## src/rtl/wash_controller_if.sv

```systemverilog
`default_nettype none
// ============================================================================
// Module      : wash_controller_if
// Description : Signal bundle between the wash-cycle sequencer and its
//               surroundings (coin slot, front panel, phase timer, door).
//               The slave modport is the controller's view. The master
//               modport is the environment's view.
// Revision    : 1.0 - initial release
// ----------------------------------------------------------------------------
// Signals:
//   coin_in      environment -> ctrl  level, starts a cycle from Idle
//   double_wash  environment -> ctrl  sampled at coin acceptance
//   timer_pause  environment -> ctrl  level, pause request (Spinning only)
//   cancel       environment -> ctrl  level, abort request
//   timer_done   environment -> ctrl  Finished flag of the phase timer
//   state        ctrl -> environment  3-bit phase code to the timer
//   start_timer  ctrl -> environment  one-cycle timer restart pulse
//   wash_done    ctrl -> environment  one-cycle normal-completion pulse
//   door_lock    ctrl -> environment  high whenever state is not Idle
// ============================================================================
interface wash_controller_if;
  logic       coin_in;
  logic       double_wash;
  logic       timer_pause;
  logic       cancel;
  logic       timer_done;
  logic [2:0] state;
  logic       start_timer;
  logic       wash_done;
  logic       door_lock;

  modport slave (
    input  coin_in,
    input  double_wash,
    input  timer_pause,
    input  cancel,
    input  timer_done,
    output state,
    output start_timer,
    output wash_done,
    output door_lock
  );

  modport master (
    output coin_in,
    output double_wash,
    output timer_pause,
    output cancel,
    output timer_done,
    input  state,
    input  start_timer,
    input  wash_done,
    input  door_lock
  );
endinterface
`default_nettype wire

```

## src/rtl/wash_controller.sv

```systemverilog
`default_nettype none
// ============================================================================
// Module      : wash_controller
// Description : Cycle-sequencing FSM for the washing machine. It steps
//               through Filling_water, Washing, Rinsing and Spinning, and
//               restarts the external phase timer on every timed-phase
//               entry. It also handles pause during spin, cancel (drain
//               spin), the door lock and an optional double wash.
// Revision    : 1.0 - initial release
// ----------------------------------------------------------------------------
// Parameters:
//   GUARD_CYCLES  cycles after each start_timer pulse during which
//                 timer_done is ignored (legal range 2..7, default 2)
// Ports:
//   clk    system clock (shared with the phase timer)
//   rst_n  asynchronous active-low reset
//   bus    wash_controller_if.slave: coin_in, double_wash, timer_pause,
//          cancel, timer_done in; state, start_timer, wash_done,
//          door_lock out (all outputs registered)
// Configuration macro:
//   DOUBLE_WASH_EN  when defined, double_wash latched at coin acceptance
//                   adds one extra Washing+Rinsing pair before Spinning
// ============================================================================
module wash_controller #(
  parameter int GUARD_CYCLES = 2
) (
  input  logic               clk,
  input  logic               rst_n,
  wash_controller_if.slave   bus
);

  typedef enum logic [2:0] {
    IDLE  = 3'b000,
    FILL  = 3'b001,
    WASH  = 3'b010,
    RINSE = 3'b011,
    SPIN  = 3'b100,
    PAUSE = 3'b101
  } state_t;

  localparam logic [2:0] GUARD_LOAD = 3'(GUARD_CYCLES);

  if (GUARD_CYCLES < 2 || GUARD_CYCLES > 7) begin : g_guard_range_check
    $error("wash_controller: GUARD_CYCLES must be within 2..7");
  end

  state_t     cur_state;
  logic [2:0] guard_cnt;
  logic       start_r;
  logic       done_r;
  logic       lock_r;
  logic       qual_done;

  // The timer's Finished flag takes a cycle to clear after a restart, so
  // a stale flag is masked until the guard counter has run out.
  assign qual_done = bus.timer_done && (guard_cnt == 3'd0);

`ifdef DOUBLE_WASH_EN
  logic repeat_flag;
`else
  logic unused_double_wash;
  assign unused_double_wash = bus.double_wash;
`endif

  always_ff @(posedge clk or negedge rst_n) begin
    if (!rst_n) begin
      cur_state   <= IDLE;
      guard_cnt   <= 3'd0;
      start_r     <= 1'b0;
      done_r      <= 1'b0;
      lock_r      <= 1'b0;
`ifdef DOUBLE_WASH_EN
      repeat_flag <= 1'b0;
`endif
    end else begin
      start_r <= 1'b0;
      done_r  <= 1'b0;

      // Pause freezes the guard together with the timer. A timed-phase
      // entry below reloads the counter and overrides this decrement.
      if (guard_cnt != 3'd0 && cur_state != PAUSE) begin
        guard_cnt <= guard_cnt - 3'd1;
      end

      case (cur_state)
        IDLE: begin
          if (bus.coin_in) begin
            cur_state   <= FILL;
            start_r     <= 1'b1;
            guard_cnt   <= GUARD_LOAD;
            lock_r      <= 1'b1;
`ifdef DOUBLE_WASH_EN
            repeat_flag <= bus.double_wash;
`endif
          end
        end

        FILL: begin
          if (bus.cancel) begin
            // Drain spin: cancel wins over a simultaneous timer_done.
            cur_state   <= SPIN;
            start_r     <= 1'b1;
            guard_cnt   <= GUARD_LOAD;
`ifdef DOUBLE_WASH_EN
            repeat_flag <= 1'b0;
`endif
          end else if (qual_done) begin
            cur_state <= WASH;
            start_r   <= 1'b1;
            guard_cnt <= GUARD_LOAD;
          end
        end

        WASH: begin
          if (bus.cancel) begin
            cur_state   <= SPIN;
            start_r     <= 1'b1;
            guard_cnt   <= GUARD_LOAD;
`ifdef DOUBLE_WASH_EN
            repeat_flag <= 1'b0;
`endif
          end else if (qual_done) begin
            cur_state <= RINSE;
            start_r   <= 1'b1;
            guard_cnt <= GUARD_LOAD;
          end
        end

        RINSE: begin
          if (bus.cancel) begin
            cur_state   <= SPIN;
            start_r     <= 1'b1;
            guard_cnt   <= GUARD_LOAD;
`ifdef DOUBLE_WASH_EN
            repeat_flag <= 1'b0;
`endif
          end else if (qual_done) begin
            start_r   <= 1'b1;
            guard_cnt <= GUARD_LOAD;
`ifdef DOUBLE_WASH_EN
            // The second Washing+Rinsing pair consumes the repeat flag.
            if (repeat_flag) begin
              cur_state   <= WASH;
              repeat_flag <= 1'b0;
            end else begin
              cur_state <= SPIN;
            end
`else
            cur_state <= SPIN;
`endif
          end
        end

        SPIN: begin
          // Cancel is ignored here because the machine is already draining.
          if (qual_done) begin
            cur_state <= IDLE;
            done_r    <= 1'b1;
            lock_r    <= 1'b0;
          end else if (bus.timer_pause) begin
            cur_state <= PAUSE;
          end
        end

        PAUSE: begin
          // Returning to Spinning does not pulse start_timer, so the timer
          // resumes its held count.
          if (bus.cancel) begin
            cur_state <= IDLE;
            lock_r    <= 1'b0;
          end else if (!bus.timer_pause) begin
            cur_state <= SPIN;
          end
        end

        default: begin
          cur_state <= IDLE;
          lock_r    <= 1'b0;
        end
      endcase
    end
  end

  assign bus.state       = cur_state;
  assign bus.start_timer = start_r;
  assign bus.wash_done   = done_r;
  assign bus.door_lock   = lock_r;

endmodule
`default_nettype wire

```

## src/flat_wrapper.sv

```systemverilog
// flat-port wrapper written by rule: the top's interface ports become plain ports
module wash_controller_flat 
#(
  parameter int GUARD_CYCLES = 2
)
  (clk, rst_n, bus_coin_in, bus_double_wash, bus_timer_pause, bus_cancel, bus_timer_done, bus_state, bus_start_timer, bus_wash_done, bus_door_lock);
  wash_controller_if bus_i ();
  input  logic clk;
  input  logic rst_n;
  input wire logic [$bits(bus_i.coin_in)-1:0] bus_coin_in;
  input wire logic [$bits(bus_i.double_wash)-1:0] bus_double_wash;
  input wire logic [$bits(bus_i.timer_pause)-1:0] bus_timer_pause;
  input wire logic [$bits(bus_i.cancel)-1:0] bus_cancel;
  input wire logic [$bits(bus_i.timer_done)-1:0] bus_timer_done;
  output wire logic [$bits(bus_i.state)-1:0] bus_state;
  output wire logic [$bits(bus_i.start_timer)-1:0] bus_start_timer;
  output wire logic [$bits(bus_i.wash_done)-1:0] bus_wash_done;
  output wire logic [$bits(bus_i.door_lock)-1:0] bus_door_lock;
  assign bus_i.coin_in = bus_coin_in;
  assign bus_i.double_wash = bus_double_wash;
  assign bus_i.timer_pause = bus_timer_pause;
  assign bus_i.cancel = bus_cancel;
  assign bus_i.timer_done = bus_timer_done;
  assign bus_state = bus_i.state;
  assign bus_start_timer = bus_i.start_timer;
  assign bus_wash_done = bus_i.wash_done;
  assign bus_door_lock = bus_i.door_lock;
  wash_controller #(.GUARD_CYCLES(GUARD_CYCLES)) u_core (.clk(clk), .rst_n(rst_n), .bus(bus_i));
endmodule
```

## config.mk

```make
export PLATFORM = sky130hd
export DESIGN_NAME = wash_controller_flat
export DESIGN_NICKNAME = d
export VERILOG_FILES = /design/src/rtl/wash_controller_if.sv /design/src/rtl/wash_controller.sv /design/src/flat_wrapper.sv
export SDC_FILE = /design/constraint.sdc
export NUM_CORES = 1
export LEC_CHECK = 0
export CAP_MARGIN = 15
export CORE_AREA = 2 2 39 41
export CTS_CLUSTER_SIZE = 16
export DETAILED_ROUTE_END_ITERATION = 6
export DIE_AREA = 0 0 41 43
export PLACE_DENSITY = 0.78
export SLEW_MARGIN = 10
export SYNTH_ARGS = -nofsm -noshare
export SYNTH_HDL_FRONTEND = slang
export SYNTH_SLANG_ARGS = --single-unit
```

## constraint.sdc

```tcl
create_clock -name clk -period 1.9 [get_ports clk]
set_input_delay 0.57 -clock clk [delete_from_list [all_inputs] [get_ports clk]]
set_output_delay 0.57 -clock clk [all_outputs]
set_load 0.03 [all_outputs]
```

==> run_results.csv <==
group,metric,value,unit
status,status,"finished clean",
cells_and_area,synthToLayoutAreaGrowth,31.1,%
placed_design,placed_area,717,sq um
die,io_pins,13,
worst_setup_path,crit_path_max_incr_delay,0.66,ns
grt,grt_pass1_vias,478,
placed_design,dp_hpwl,874,um
cells_and_area,multi_input_area,298,sq um
drt,avgRoutedWirePerCell,12.4,um
power_and_ir_drop,p_int,620,uW
cells_and_area,fin_nets,88,
placed_design,place_ws,-0.0227,ns
cells_and_area,seq_area,225,sq um
worst_setup_path,crit_arrival,1.27,ns
die,die_x,41,um
power_and_ir_drop,p_seq_frac,0.266,
logic_synthesis,ys_seq_elements,9,
logic_synthesis,ys_warn_count,0,
logic_synthesis,yosys-top-cells-count,"dfrtp_1, nor2_1, nor3_1",
job,drv_cap,0,
worst_setup_path,cp_top_family,"buffers and inverters",
worst_setup_path,worstPathMaxFanout,2,
die,start_util,0.412,
logic_synthesis,synth_flop_cell,"dfrtp_1",
drt,drtIter0Drc,13,
timing,slew_headroom,0.722,
drt,first_pass_iters,4,
cells_and_area,drive_gt1_frac,0.192,
die,fp.dieH,43,um
logic_synthesis,syn-cell-area,571,sq um
clock_network,cts_num_sinks,9,
drt,vias,530,
logic_synthesis,synthMostInstantiatedCell,"dfrtp_1",
cells_and_area,fin_util,0.541,
drt,drc_errors,0,
worst_setup_path,cp-end-kind,"primary output",
worst_setup_path,path_class,"register to primary output",
die,row_count,14,
power_and_ir_drop,p_clk_frac,0.141,
timing,hold_viol,0,
timing,grt_setup_unrepaired,"false",
timing,setup_viol,0,
logic_synthesis,synthDistinctLibCells,28,
logic_synthesis,syn_avg_cell_area,9.35,sq um
logic_synthesis,yosysSeqAreaShare,0.395,
placed_design,gp_congestion,0.724,
timing,fin_crit_sh,0.969,
drt,wirelength,1.17,mm
clock_network,clk_pin_slew,0.07,ns
die,die_area,1760,sq um
clock_network,htreeDepth,1,
logic_synthesis,synth_cells,61,
logic_synthesis,synth_edf_count,0,
clock_network,clk_path_buf_depth,2,
grt,grt_pass1_wl,1.90,mm
worst_setup_path,crit_chain,"clkdlybuf4s50_1",
logic_synthesis,synth_top_cell_area_share,0.395,
timing,fmax,543,MHz
min_path,hold_class,"register to register",
grt,track_usage,0.161,
cells_and_area,design_area,748,sq um
die,core,1380,sq um
grt,grt_max_degree,14,
power_and_ir_drop,p_leak,0.340,nW
worst_setup_path,crit_required,1.33,ns
grt,antenna_found_initial,0,
worst_setup_path,rrSetupSlack,0.31,ns
timing,finClkSkew,0.00388,ns
power_and_ir_drop,p_sw,474,uW
worst_setup_path,slowest_stage,"clkdlybuf4s50_1",
power_and_ir_drop,swShare,0.434,
timing,fin_crit,1.84,ns
grt,overflow,0,
clock_network,cts_made_buffers,3,
timing,finalSetupTns,0,ns
timing,worst_slack,0.0580,ns
cells_and_area,num-fill-cells,132,
placed_design,numPortBuffers,11,
clock_network,clk_latency,0.26,ns
worst_setup_path,start_kind,"register",
power_and_ir_drop,ir_worst_vdd,578,uV
drt,ant_nets,0,
timing,slew_viol_final,0,
power_and_ir_drop,combPwrFrac,0.592,
worst_setup_path,cp_num_buf_inv,1,
logic_synthesis,ys_async_sr_fraction,1.00,
power_and_ir_drop,p_per_area,1460,nW/um^2
clock_network,cts_tree,"done",
logic_synthesis,synthTopCellsByArea,"dfrtp_1, nor3_1, ha_1",
timing,whs,0.496,ns
logic_synthesis,synth_top_area_cell,"dfrtp_1",
timing,worst_pin_slew,0.416,ns
clock_network,cts_root_buf,"clkbuf_4",
drt,vias_per_cell,5.64,
cells_and_area,n_antenna_cell,0,
logic_synthesis,syn-num-nets,70,
[per-layer routing]
metal / GRT usage / vias to the layer above / routed length (um)
li1: - / 252 / -
met1: 0.186 / 250 / 471
met2: 0.253 / 20 / 590
met3: 0.0314 / 8 / 69
met4: 0.107 / 0 / 34
met5: 0 / - / 0
[cell usage in the layout (no fill, tap or decap), types with 2 or more instances in the layout]
cell type	count
a31oi_1	2
nor2_1	6
nand3b_1	2
nor3_1	6
o21ai_0	3
dfrtp_1	9
clkbuf_4	3
clkdlybuf4s50_1	9
nor3_2	2
ha_1	2
inv_1	5
buf_4	6
xnor2_1	2
a21oi_1	4
dlymetal6s2s_1	2
[worst paths after layout]
path                                startpoint                   end  cells after the start
max                        u_core.bus.state[2]          bus_state[2]                      1
min                        u_core.guard_cnt[1]   u_core.guard_cnt[1]                      1
max reg2reg                u_core.guard_cnt[0]   u_core.bus.state[2]                      7
min reg2reg                u_core.guard_cnt[1]   u_core.guard_cnt[1]                      1
max in group asynchronous                rst_n   u_core.bus.state[0]                      1
min in group asynchronous                rst_n  u_core.bus.door_lock                      1
[kinds of logic (layout without fill, tap and decap cells)]
| kind of cell | after synthesis | count (layout) | synth area share |
|---|---|---|---|
| fa+ha+maj | 2 | 2 | 0.0439 |
| simple gates | 23 | 23 | 0.252 |
| buf+inv | 9 | 26 | 0.0833 |
| flops | 9 | 9 | 0.395 |
| compound gates | 15 | 15 | 0.180 |
| xor+xnor | 3 | 3 | 0.0461 |
[worst register-to-register path, delay by kind of cell (launching register included)]
family / cells / cell delay [ns]
DFF: 1 / 0.37
and+or+nand+nor: 2 / 0.34
AOI/OAI and AO/OA: 2 / 0.28
buffers and inverters: 2 / 0.27
adders and majority gates: 1 / 0.20
[area by class of cell]
| cell class | count | share of cell area |
|---|---|---|
| repair buffers | 17 | 0.214 |
| multi-input cells | 43 | 0.398 |
| inverters | 5 | 0.0251 |
| clock buffers | 4 | 0.0351 |
| well taps | 16 | 0.0268 |
| flip-flops and latches | 9 | 0.301 |
[per-stage QoR]
step	total power [mW]	std cells
2_1_floorplan	0.765	61
3_3_place_gp	0.925	90
3_5_place_dp	0.946	90
4_1_cts	1.10	94
5_1_grt	1.19	94
6_report	1.09	94
[power groups by stage]
stage / clock network (mW) / logic [mW] / registers, mW
2_1_floorplan: 0 / 0.381 / 0.384
3_3_place_gp: 0 / 0.632 / 0.292
3_5_place_dp: 0 / 0.651 / 0.295
4_1_cts: 0.158 / 0.652 / 0.293
5_1_grt: 0.167 / 0.718 / 0.302
6_report: 0.155 / 0.648 / 0.291
[flip-flops by register name, indices dropped and copies added (netlist names)]
register / count
u_core.bus.start_timer: 1
u_core.bus.state: 3
u_core.guard_cnt: 3
u_core.bus.door_lock: 1
u_core.bus.wash_done: 1
[repair_timing]
action	4_1_cts	5_1_grt
gates resized for setup	0	2
hold buffers	0	0
buffers inserted	0	0
endpoints found under the setup margin	0	2
(Power assumes the default switching activity.)
